--- src/rtl/memoria_escritura.sv ---
// -----------------------------------------------------------------------------
// memoria_escritura
// Write-side sequencer for the RTC multiplexed address/data bus.
// On an accepted start it latches the user-set time and/or timer values. It
// then writes them to RTC registers 0x21-0x26 (clock) and 0x41-0x43 (timer),
// and finishes with the 0xF1 transfer command, which copies RAM into the RTC
// counters. Each register write has five bus phases, and each phase lasts
// PHASE_CYCLES clocks. All bus outputs are registered, so the strobes do not
// glitch.
//
// Ports
//   clk                    system clock, rising edge
//   rst                    asynchronous reset, active-low
//   start                  sequence request, sampled only in IDLE
//   mode[1:0]              01 clock regs, 10 timer regs, 11 both, 00 no-op
//   s,m,h,d,me,a [7:0]     BCD sec/min/hour/day/month/year -> 0x21..0x26
//   st,mt,ht [7:0]         BCD timer sec/min/hour -> 0x41..0x43
//   AD,CS,RD,WR            RTC strobes, active-low (AD=0 address, AD=1 data)
//   Dir_Dat                bus direction, always 0 (FPGA drives)
//   Dato_out[7:0]          multiplexed address/data onto the RTC bus
//   busy                   high while a sequence is on the bus
//   done                   one-clock completion pulse
// -----------------------------------------------------------------------------
module memoria_escritura #(
  parameter int PHASE_CYCLES = 4
) (
  input  logic       clk,
  input  logic       rst,
  input  logic       start,
  input  logic [1:0] mode,
  input  logic [7:0] s,
  input  logic [7:0] m,
  input  logic [7:0] h,
  input  logic [7:0] d,
  input  logic [7:0] me,
  input  logic [7:0] a,
  input  logic [7:0] st,
  input  logic [7:0] mt,
  input  logic [7:0] ht,
  output logic       AD,
  output logic       CS,
  output logic       RD,
  output logic       WR,
  output logic       Dir_Dat,
  output logic [7:0] Dato_out,
  output logic       busy,
  output logic       done
);

  // A phase counter needs at least one bit, even when PHASE_CYCLES is 1.
  localparam int CW = (PHASE_CYCLES > 1) ? $clog2(PHASE_CYCLES) : 1;
  localparam logic [CW-1:0] CNT_LAST = CW'(PHASE_CYCLES - 1);
  localparam logic [CW-1:0] CNT_ONE  = CW'(1);
  localparam logic [CW-1:0] CNT_ZERO = CW'(0);
  localparam logic [3:0]    SLOT_CMD = 4'd9;

  typedef enum logic [2:0] {
    IDLE  = 3'd0,
    A_SET = 3'd1,
    A_STB = 3'd2,
    A_HLD = 3'd3,
    D_STB = 3'd4,
    D_HLD = 3'd5,
    DONE  = 3'd6
  } state_t;

  // The canonical slot numbers are 0..5 for the clock regs, 6..8 for the
  // timer regs and 9 for the 0xF1 command. The transaction index is mapped
  // onto a slot according to the latched mode. With this mapping the
  // transaction list never has to be stored.
  function automatic logic [3:0] slot_of(input logic [1:0] md, input logic [3:0] idx);
    logic [3:0] sl;
    case (md)
      2'b01:   sl = (idx <= 4'd5) ? idx : SLOT_CMD;
      2'b10:   sl = (idx <= 4'd2) ? (idx + 4'd6) : SLOT_CMD;
      2'b11:   sl = (idx <= 4'd9) ? idx : SLOT_CMD;
      default: sl = SLOT_CMD;
    endcase
    return sl;
  endfunction

  function automatic logic [7:0] addr_of(input logic [3:0] slot);
    logic [7:0] ad;
    case (slot)
      4'd0:    ad = 8'h21;
      4'd1:    ad = 8'h22;
      4'd2:    ad = 8'h23;
      4'd3:    ad = 8'h24;
      4'd4:    ad = 8'h25;
      4'd5:    ad = 8'h26;
      4'd6:    ad = 8'h41;
      4'd7:    ad = 8'h42;
      4'd8:    ad = 8'h43;
      default: ad = 8'hF1;
    endcase
    return ad;
  endfunction

  function automatic logic [7:0] data_of(input logic [3:0] slot, input logic [8:0][7:0] dat);
    logic [7:0] dv;
    case (slot)
      4'd0:    dv = dat[0];
      4'd1:    dv = dat[1];
      4'd2:    dv = dat[2];
      4'd3:    dv = dat[3];
      4'd4:    dv = dat[4];
      4'd5:    dv = dat[5];
      4'd6:    dv = dat[6];
      4'd7:    dv = dat[7];
      4'd8:    dv = dat[8];
      default: dv = 8'h00;
    endcase
    return dv;
  endfunction

  state_t          state_r, state_n;
  logic [CW-1:0]   cnt_r, cnt_n;
  logic [3:0]      idx_r, idx_n;
  logic [1:0]      mode_r;
  logic [8:0][7:0] dat_r;
  logic            latch_s;
  logic            phase_end_s;
  logic [3:0]      cur_slot_s;
  logic [1:0]      mode_n_s;
  logic [3:0]      nxt_slot_s;
  logic            ad_n, cs_n, wr_n, busy_n, done_n;
  logic [7:0]      dato_n;

  // Next-state logic: start acceptance, phase timing and stepping to the next transaction.
  always_comb begin
    state_n     = state_r;
    cnt_n       = cnt_r;
    idx_n       = idx_r;
    latch_s     = 1'b0;
    phase_end_s = (cnt_r == CNT_LAST);
    cur_slot_s  = slot_of(mode_r, idx_r);
    case (state_r)
      IDLE: begin
        if (start && (mode != 2'b00)) begin
          state_n = A_SET;
          cnt_n   = CNT_ZERO;
          idx_n   = 4'd0;
          latch_s = 1'b1;
        end else begin
          state_n = IDLE;
        end
      end
      A_SET, A_STB, A_HLD, D_STB: begin
        if (phase_end_s) begin
          cnt_n = CNT_ZERO;
          case (state_r)
            A_SET:   state_n = A_STB;
            A_STB:   state_n = A_HLD;
            A_HLD:   state_n = D_STB;
            default: state_n = D_HLD;
          endcase
        end else begin
          cnt_n = cnt_r + CNT_ONE;
        end
      end
      D_HLD: begin
        if (phase_end_s) begin
          cnt_n = CNT_ZERO;
          if (cur_slot_s == SLOT_CMD) begin
            state_n = DONE;
          end else begin
            idx_n   = idx_r + 4'd1;
            state_n = A_SET;
          end
        end else begin
          cnt_n = cnt_r + CNT_ONE;
        end
      end
      DONE:    state_n = IDLE;
      default: state_n = IDLE;
    endcase
  end

  // Output decode from the next state, so that the bus pins can be registered
  // without a cycle of lag. The mode input is used directly on the accept
  // cycle because mode_r is only updated on the following clock edge.
  always_comb begin
    ad_n       = 1'b1;
    cs_n       = 1'b1;
    wr_n       = 1'b1;
    dato_n     = 8'h00;
    busy_n     = 1'b0;
    done_n     = 1'b0;
    mode_n_s   = latch_s ? mode : mode_r;
    nxt_slot_s = slot_of(mode_n_s, idx_n);
    case (state_n)
      A_SET: begin
        ad_n = 1'b0; dato_n = addr_of(nxt_slot_s); busy_n = 1'b1;
      end
      A_STB: begin
        ad_n = 1'b0; cs_n = 1'b0; wr_n = 1'b0; dato_n = addr_of(nxt_slot_s); busy_n = 1'b1;
      end
      A_HLD: begin
        ad_n = 1'b0; dato_n = addr_of(nxt_slot_s); busy_n = 1'b1;
      end
      D_STB: begin
        cs_n = 1'b0; wr_n = 1'b0; dato_n = data_of(nxt_slot_s, dat_r); busy_n = 1'b1;
      end
      D_HLD: begin
        dato_n = data_of(nxt_slot_s, dat_r); busy_n = 1'b1;
      end
      DONE:    done_n = 1'b1;
      IDLE:    done_n = 1'b0;
      default: done_n = 1'b0;
    endcase
  end

  // FSM state, phase counter and transaction index.
  always_ff @(posedge clk or negedge rst) begin
    if (!rst) begin
      state_r <= IDLE;
      cnt_r   <= CNT_ZERO;
      idx_r   <= 4'd0;
    end else begin
      state_r <= state_n;
      cnt_r   <= cnt_n;
      idx_r   <= idx_n;
    end
  end

  // Capture mode and register values when a start is accepted. Later input
  // changes are ignored until the next accepted start.
  always_ff @(posedge clk or negedge rst) begin
    if (!rst) begin
      mode_r <= 2'b00;
      dat_r  <= {9{8'h00}};
    end else if (latch_s) begin
      mode_r <= mode;
      dat_r  <= {ht, mt, st, a, me, d, h, m, s};
    end else begin
      mode_r <= mode_r;
      dat_r  <= dat_r;
    end
  end

  // Registered bus pins and handshake outputs.
  always_ff @(posedge clk or negedge rst) begin
    if (!rst) begin
      AD       <= 1'b1;
      CS       <= 1'b1;
      RD       <= 1'b1;
      WR       <= 1'b1;
      Dir_Dat  <= 1'b0;
      Dato_out <= 8'h00;
      busy     <= 1'b0;
      done     <= 1'b0;
    end else begin
      AD       <= ad_n;
      CS       <= cs_n;
      RD       <= 1'b1;
      WR       <= wr_n;
      Dir_Dat  <= 1'b0;
      Dato_out <= dato_n;
      busy     <= busy_n;
      done     <= done_n;
    end
  end

endmodule

--- config.mk ---
export PLATFORM = sky130hd
export DESIGN_NAME = memoria_escritura
export DESIGN_NICKNAME = d
export VERILOG_FILES = /design/src/rtl/memoria_escritura.sv
export SDC_FILE = /design/constraint.sdc
export NUM_CORES = 1
export LEC_CHECK = 0
export BUFFER_PORTS_ARGS = -buffer_cell sky130_fd_sc_hd__buf_2
export CAP_MARGIN = 20
export CORE_MARGIN = 2
export CORE_UTILIZATION = 45
export CTS_BUF_LIST = sky130_fd_sc_hd__clkbuf_8
export DETAILED_ROUTE_END_ITERATION = 6
export PLACE_DENSITY = 0.76
export RECOVER_POWER = 25
export REMOVE_ABC_BUFFERS = 1
export SYNTH_ARGS = -nofsm -noshare
export SYNTH_HDL_FRONTEND = slang
export SYNTH_SLANG_ARGS = --single-unit
--- constraint.sdc ---
create_clock -name clk -period 3.94 [get_ports clk]
set_input_delay 0.788 -clock clk [delete_from_list [all_inputs] [get_ports clk]]
set_output_delay 0.788 -clock clk [all_outputs]
set_load 0.05 [all_outputs]
# [Word-level counts from Yosys, hierarchy flattened]
# Memory sizes are Yosys's and may differ from the RTL's.
# Cells that the tools add are included.
# Widths: inputs -> output; s select.
[classes] add_sub_neg=4 n_lt_le_gt_ge=6 eq_ne=28 muxes=30 n_reduce_logical=12
[op_table] operator="$pmux 8 s9" n=1
[op_table] operator="$mux 4" n=9
[op_table] operator="$pmux 8 s4" n=1
[op_table] operator="$pmux 4 s3" n=2
[op_table] operator="$pmux 3 s3" n=2
[op_table] operator="$eq 4x3->1 const B" n=4
[op_table] operator="$eq 3x3->1 const B" n=5
[op_table] operator="$eq 3x2->1 const B" n=4
[op_table] operator="$eq 2x2->1 const B" n=5
[op_table] operator="$reduce_or 5->1" n=2
[op_table] operator="$mux 3" n=3
[op_table] operator="$add 4x3->4 const B" n=2
[op_table] operator="$eq 4x2->1 const B" n=2
[op_table] operator="$eq 4x4->1 const B" n=2
[op_table] operator="$le 4x2->1 const B" n=2
[op_table] operator="$le 4x3->1 const B" n=2
[op_table] operator="$le 4x4->1 const B" n=2
[op_table] operator="$pmux 4 s2" n=1
[op_table] operator="$mux 1" n=7
[op_table] operator="$eq 3x1->1 const B" n=2
[op_table] operator="$mux 2" n=3
[op_table] operator="$add 4x1->4 const B" n=1
[op_table] operator="$eq 2x1->1 const B" n=2
[op_table] operator="$eq 4x1->1 const B" n=1
[op_table] operator="11 further kinds" n=13
[word_totals] regBits=95 rom_bits=336 out_inout_bits=15 wordCells=101 mem_count=3
[mem_list] name="(no name shown)" depth=16 width=7 read_ports=1 rd_clocked_by_memory_dff=0 wr=0 line_no="84" rtl="case (slot)"
[mem_list] name="(no name shown)" depth=16 width=7 read_ports=1 rd_clocked_by_memory_dff=0 wr=0 line_no="84"
[mem_list] name="(no name shown)" depth=16 width=7 read_ports=1 rd_clocked_by_memory_dff=0 wr=0 line_no="84"

# [Depth between registers and ports, before layout]
[depth] ltp_word=13 depth_mapped=20

# [Worst setup path before layout]
# No wires, ideal clock.
[synth_path] path_kind="register -> register" start="register idx_r[2]" end="register Dato_out[7]" t_arrival_ps=3439 setup_slack_ps=361 stages_incl_launch_ff=17 path_cell_list="dfrtp_1 -> inv_1 -> ha_1 -> nand4b_1 -> and4_1 -> o31ai_1 -> buf_4 -> mux2i_1 -> nor2_1 -> a21boi_2 -> inv_1 -> ha_1 -> clkbuf_1 -> a221o_1 -> a21o_1 -> a31oi_1 -> a32oi_1"
[synth_via] elab_chain_cells=13 word_cells_on_any_way=45
[synth_rtl] item="from (decl)" line_no="118" rtl="logic [3:0] idx_r, idx_n;"
[synth_rtl] item="from (signal assigned)" line_no="222" rtl="idx_r <= idx_n;"
[synth_rtl] item="$add 4x3->4 (tied with other cells)" line_no="75" rtl="2'b10: sl = (idx <= 4'd2) ? (idx + 4'd6) : SLOT_CMD;"
[synth_rtl] item="$mux 4 (on tied branches)" line_no="75, 74, 76"
[synth_rtl] item="$pmux 4 s3 (*)" line_no="73" rtl="case (md)"
[synth_rtl] item="$eq 4x4->1 (*)" line_no="164" rtl="if (cur_slot_s == SLOT_CMD) begin"
[synth_rtl] item="$mux 4 (*)" line_no="164"
[synth_rtl] item="$mux 4 (*)" line_no="162" rtl="if (phase_end_s) begin"
[synth_rtl] item="$pmux 4 s2 (*)" line_no="137" rtl="case (state_r)"
[synth_rtl] item="net idx_n[0]" line_no="118"
[synth_rtl] item="$add 4x3->4 (tied with other cells)" line_no="75"
[synth_rtl] item="$mux 4 (on tied branches)" line_no="75, 74, 76"
[synth_rtl] item="$pmux 4 s3 (*)" line_no="73"
[synth_rtl] item="$eq 4x4->1 (tied with other cells)" line_no="101" rtl="case (slot)"
[synth_rtl] item="$pmux 8 s9" line_no="101"
[synth_rtl] item="$pmux 8 s4 (*)" line_no="191" rtl="case (state_n)"
[synth_rtl] item="net dato_n[7]" line_no="127" rtl="logic [7:0] dato_n;"
[synth_rtl] item="to (signal assigned)" line_no="258" rtl="Dato_out <= dato_n;"
[synth_rtl] item="to (decl)" line_no="45" rtl="output logic [7:0] Dato_out,"
# The timed path passes the listed nets; every way through them passes the cells marked *.
# A chain may end at the register's enable or synchronous reset.

# [Worst setup path in the final report]
[layout_path] start="register idx_r[1]" end="register Dato_out[7]"
[layout_via] elab_chain_cells=13 word_cells_on_any_way=45
[layout_rtl] item="$add 4x3->4 (tied with other cells)" line_no="75"
[layout_rtl] item="$mux 4 (on tied branches)" line_no="75, 74, 76"
[layout_rtl] item="$pmux 4 s3" line_no="73"
[layout_rtl] item="$eq 4x4->1" line_no="164"
[layout_rtl] item="$mux 4" line_no="164"
[layout_rtl] item="$mux 4" line_no="162"
[layout_rtl] item="$pmux 4 s2 (*)" line_no="137"
[layout_rtl] item="net idx_n[1]" line_no="118"
[layout_rtl] item="$add 4x3->4 (tied with other cells)" line_no="75"
[layout_rtl] item="$mux 4 (on tied branches)" line_no="75, 74, 76"
[layout_rtl] item="$pmux 4 s3 (*)" line_no="73"
[layout_rtl] item="$eq 4x4->1 (tied with other cells)" line_no="101"
[layout_rtl] item="$pmux 8 s9" line_no="101"
[layout_rtl] item="$pmux 8 s4 (*)" line_no="191"
[layout_rtl] item="net dato_n[7]" line_no="127"
# Marks and branches as above.

==> metrics.txt <==
status finished with violations; failing checks max-capacitance violations, max-slew violations; wire length on met3 around 630 um; CORE AREA about 0.011 mm^2; relative slew slack -29.3%; DRT Wirelength between 10,000 and 15,000 um; Total Power 4.86 mW; synth warn 0; required time of the critical path 4.18 ns; Die ar. 0.0122 mm^2; Clock Tree Buf Depth 2; post-synthesis simple-gate area fraction about a quarter; Post-Synthesis Cell Area approximately 0.0051 mm^2; Final Hold Fails 0; max-cap viol count 1; DR top layer met4; cell family with most CP delay simple AND/OR/NAND/NOR gates; global route overflow 0; Sequential Area roughly 0.0024 mm^2; VDD IR max around 470 uV; placed wire-length estimate 9420 um; Worst-Margin Slew 1.94 ns; Post-CTS Setup Inserts 0; clk slew on worst S/H paths 0.10 ns; initial antenna violation count 0; drt pass-1 iters 5; Final Setup Violations 0; Final nets 777; startpoint class of the critical path register; met2 wire len 6090 um; period utilisation layout around 95%; Arr. time, crit path 3.97 ns; Slowest-stage cell, CP dfrtp_1; die width roughly 110 um; WL per Instance 15.4 um; Met1 Routed Length 5930 um; Synth Flop Type dfrtp_1; share of cells above drive strength 1 between 20 and 25%; critical path class reg -> reg; # DRC 0; PostCTS Resize Cnt 0; IO Pins 92; min Tclk post-route 3.73 ns; initial core utilization a little under half; flops & latches, synth 95; pin count of the biggest net entering global routing 80; # diodes 0; Synth Area in Adders 2.95%; Inst Count DP ~820; Std-Cell Rows 38; Post-synth EDFFs 0; Synth top area share between 40% and 50%; Num Clock Sinks 95; Final GP Congestion 0.938; Max Clock Freq ~270 MHz; Setup crit end kind register; post-synth top area cell dfrtp_1; Clock Skew 0.0105 ns; main area contributors after synthesis dfrtp_1 (46%), nand2_1 (19%), ha_1 (2.9%), mux2i_1 (2.7%), nand3_1 (1.7%); type of the worst min-delay path reg -> reg; vias ~4,500; commonest non-fill, non-tap cell in the layout nand2_1; CTS buffer count 9; area of the multi-input gates 0.00252 mm^2; initial DRC count ~260; antenna-violating nets left 0; Worst-Skew Late Latency ~0.37 ns; Critical Path, Cell by Cell inv_1, ha_1, nand4b_1, and4_1, nor3_1, nor2_1, nor3_1, a21o_1, inv_1, ha_1, nand2b_1, o32ai_4, nand2_2, buf_4, a221o_1, a21o_1, a31oi_1, a32oi_1; synth-to-layout area growth 17.5%; xor/xnor share of the synthesized area 0.172%; largest family of logic cells by synthesized area simple AND/OR/NAND/NOR gates; Seq/Total Area, Yosys ~47%; number of port buffers 89; power density cells 812 mW/mm^2; DP Area 0.00574 mm^2; htree depth 3; fin. max-slew vios 80; syn avg cell area 8.55 um^2; root buffer cell clkbuf_8; vias in the first global route 4,507; P_leak between 3 and 4 nW; die height ~110 um; DR vias/cell 5.43; filler cell count 1,022; cell area after layout 0.00599 mm^2; CTS hold repair buffers 0; CP bufs+invs 3; crit-path max cell delay 0.37 ns; first-pass GRT wire length approximately 21,000 um; Total GRT Usage a little over a fifth; post-synthesis mux area share approximately 3.0%; final non-filler cell total ~830; Mapped Cells 596; commonest non-fill, non-tap cells in the layout nand2_1 (254), dfrtp_1 (93), buf_2 (88); CP max FO 14; compound-gate portion of the synthesized area 16.5%; unique cell type count in the Yosys netlist 74; ys async rst share 100%; TritonCTS clock tree done
## routing by layer
metal,global-route usage (%),vias to the layer above
li1,-,2204
met1,29.0,2169
met2,33.9,134
met3,3.46,15
met4,6.00,0
met5,0,-
## layout make-up
type	instances	area share, %
Inverter	14	0.877
Timing Repair Buffer	118	11.0
Clock inverter	6	1.02
Multi-Input combinational cell	450	42.1
Clock buffer	10	2.30
Sequential cell	95	39.7
Tap cell	140	2.92
## report_power, final
| group | total, mW | switching (mW) | internal [mW] |
|---|---|---|---|
| Combinational | 2.50 | 1.52 | 0.977 |
| Clock | 0.640 | 0.379 | 0.261 |
| Sequential | 1.72 | 0.309 | 1.42 |
## registers in the layout, indices dropped and copies added, names as in the netlist
signal    cells
dat_r        72
Dato_out      8
idx_r         4
state_r       3
cnt_r         2
mode_r        2
AD            1
WR            1
busy          1
done          1
## synth_stat cells (all sizes together) (4+ instances only)
cell / count
o21a: 4
clkbuf: 20
nand3: 17
a22oi: 4
o22ai: 4
nor2: 18
a211oi: 5
buf: 17
ha: 12
a21oi: 11
a31oi: 4
mux2i: 14
o21ai: 16
nor3: 5
nor2b: 5
nand2b: 5
dfrtp: 93
a221oi: 5
o2bb2ai: 4
inv: 14
nand2: 255
## worst register-to-register path, delay by kind of cell, from the launching register on
family	cells	cell delay (ns)
and+or+nand+nor	7	1.29
AOI/OAI and AO/OA	6	1.00
adders and majority gates	2	0.59
buffers and inverters	3	0.38
DFF	1	0.37
## kinds of logic (layout without fill, tap and decap cells)
group	Yosys count	after routing
muxes	15	15
buffers and inverters	51	148
other	2	2
DFF	95	95
AOI/OAI and AO/OA	102	102
adders and majority gates	12	12
xor gates and xnor gates	1	1
and+or+nand+nor	318	318
## through the flow
| step | setup slack (ns) | TNS (ns) | utilization [%] | hold WS (ns) |
|---|---|---|---|---|
| 2_1_floorplan | -1.65 | -12.53 | - | 0.438 |
| 3_3_place_gp | 0.0499 | 0 | 52.5 | 0.460 |
| 3_5_place_dp | 0.0924 | 0 | 52.5 | 0.462 |
| 4_1_cts | 0.131 | 0 | 54.3 | 0.489 |
| 5_1_grt | -0.00567 | -0.00853 | 54.8 | 0.512 |
| 6_report | 0.206 | 0 | 54.8 | 0.485 |
## worst paths after layout
check                          start          end  slack (ns)  cells after the start
max                         idx_r[1]  Dato_out[7]        0.21                     18
min                        dat_r[43]    dat_r[43]        0.48                      2
max reg2reg                 idx_r[1]  Dato_out[7]        0.21                     18
min reg2reg                dat_r[43]    dat_r[43]        0.48                      2
max in group asynchronous        rst     dat_r[8]        1.84                      1
min in group asynchronous        rst    dat_r[14]        0.92                      1
(Power assumes the default switching activity.)
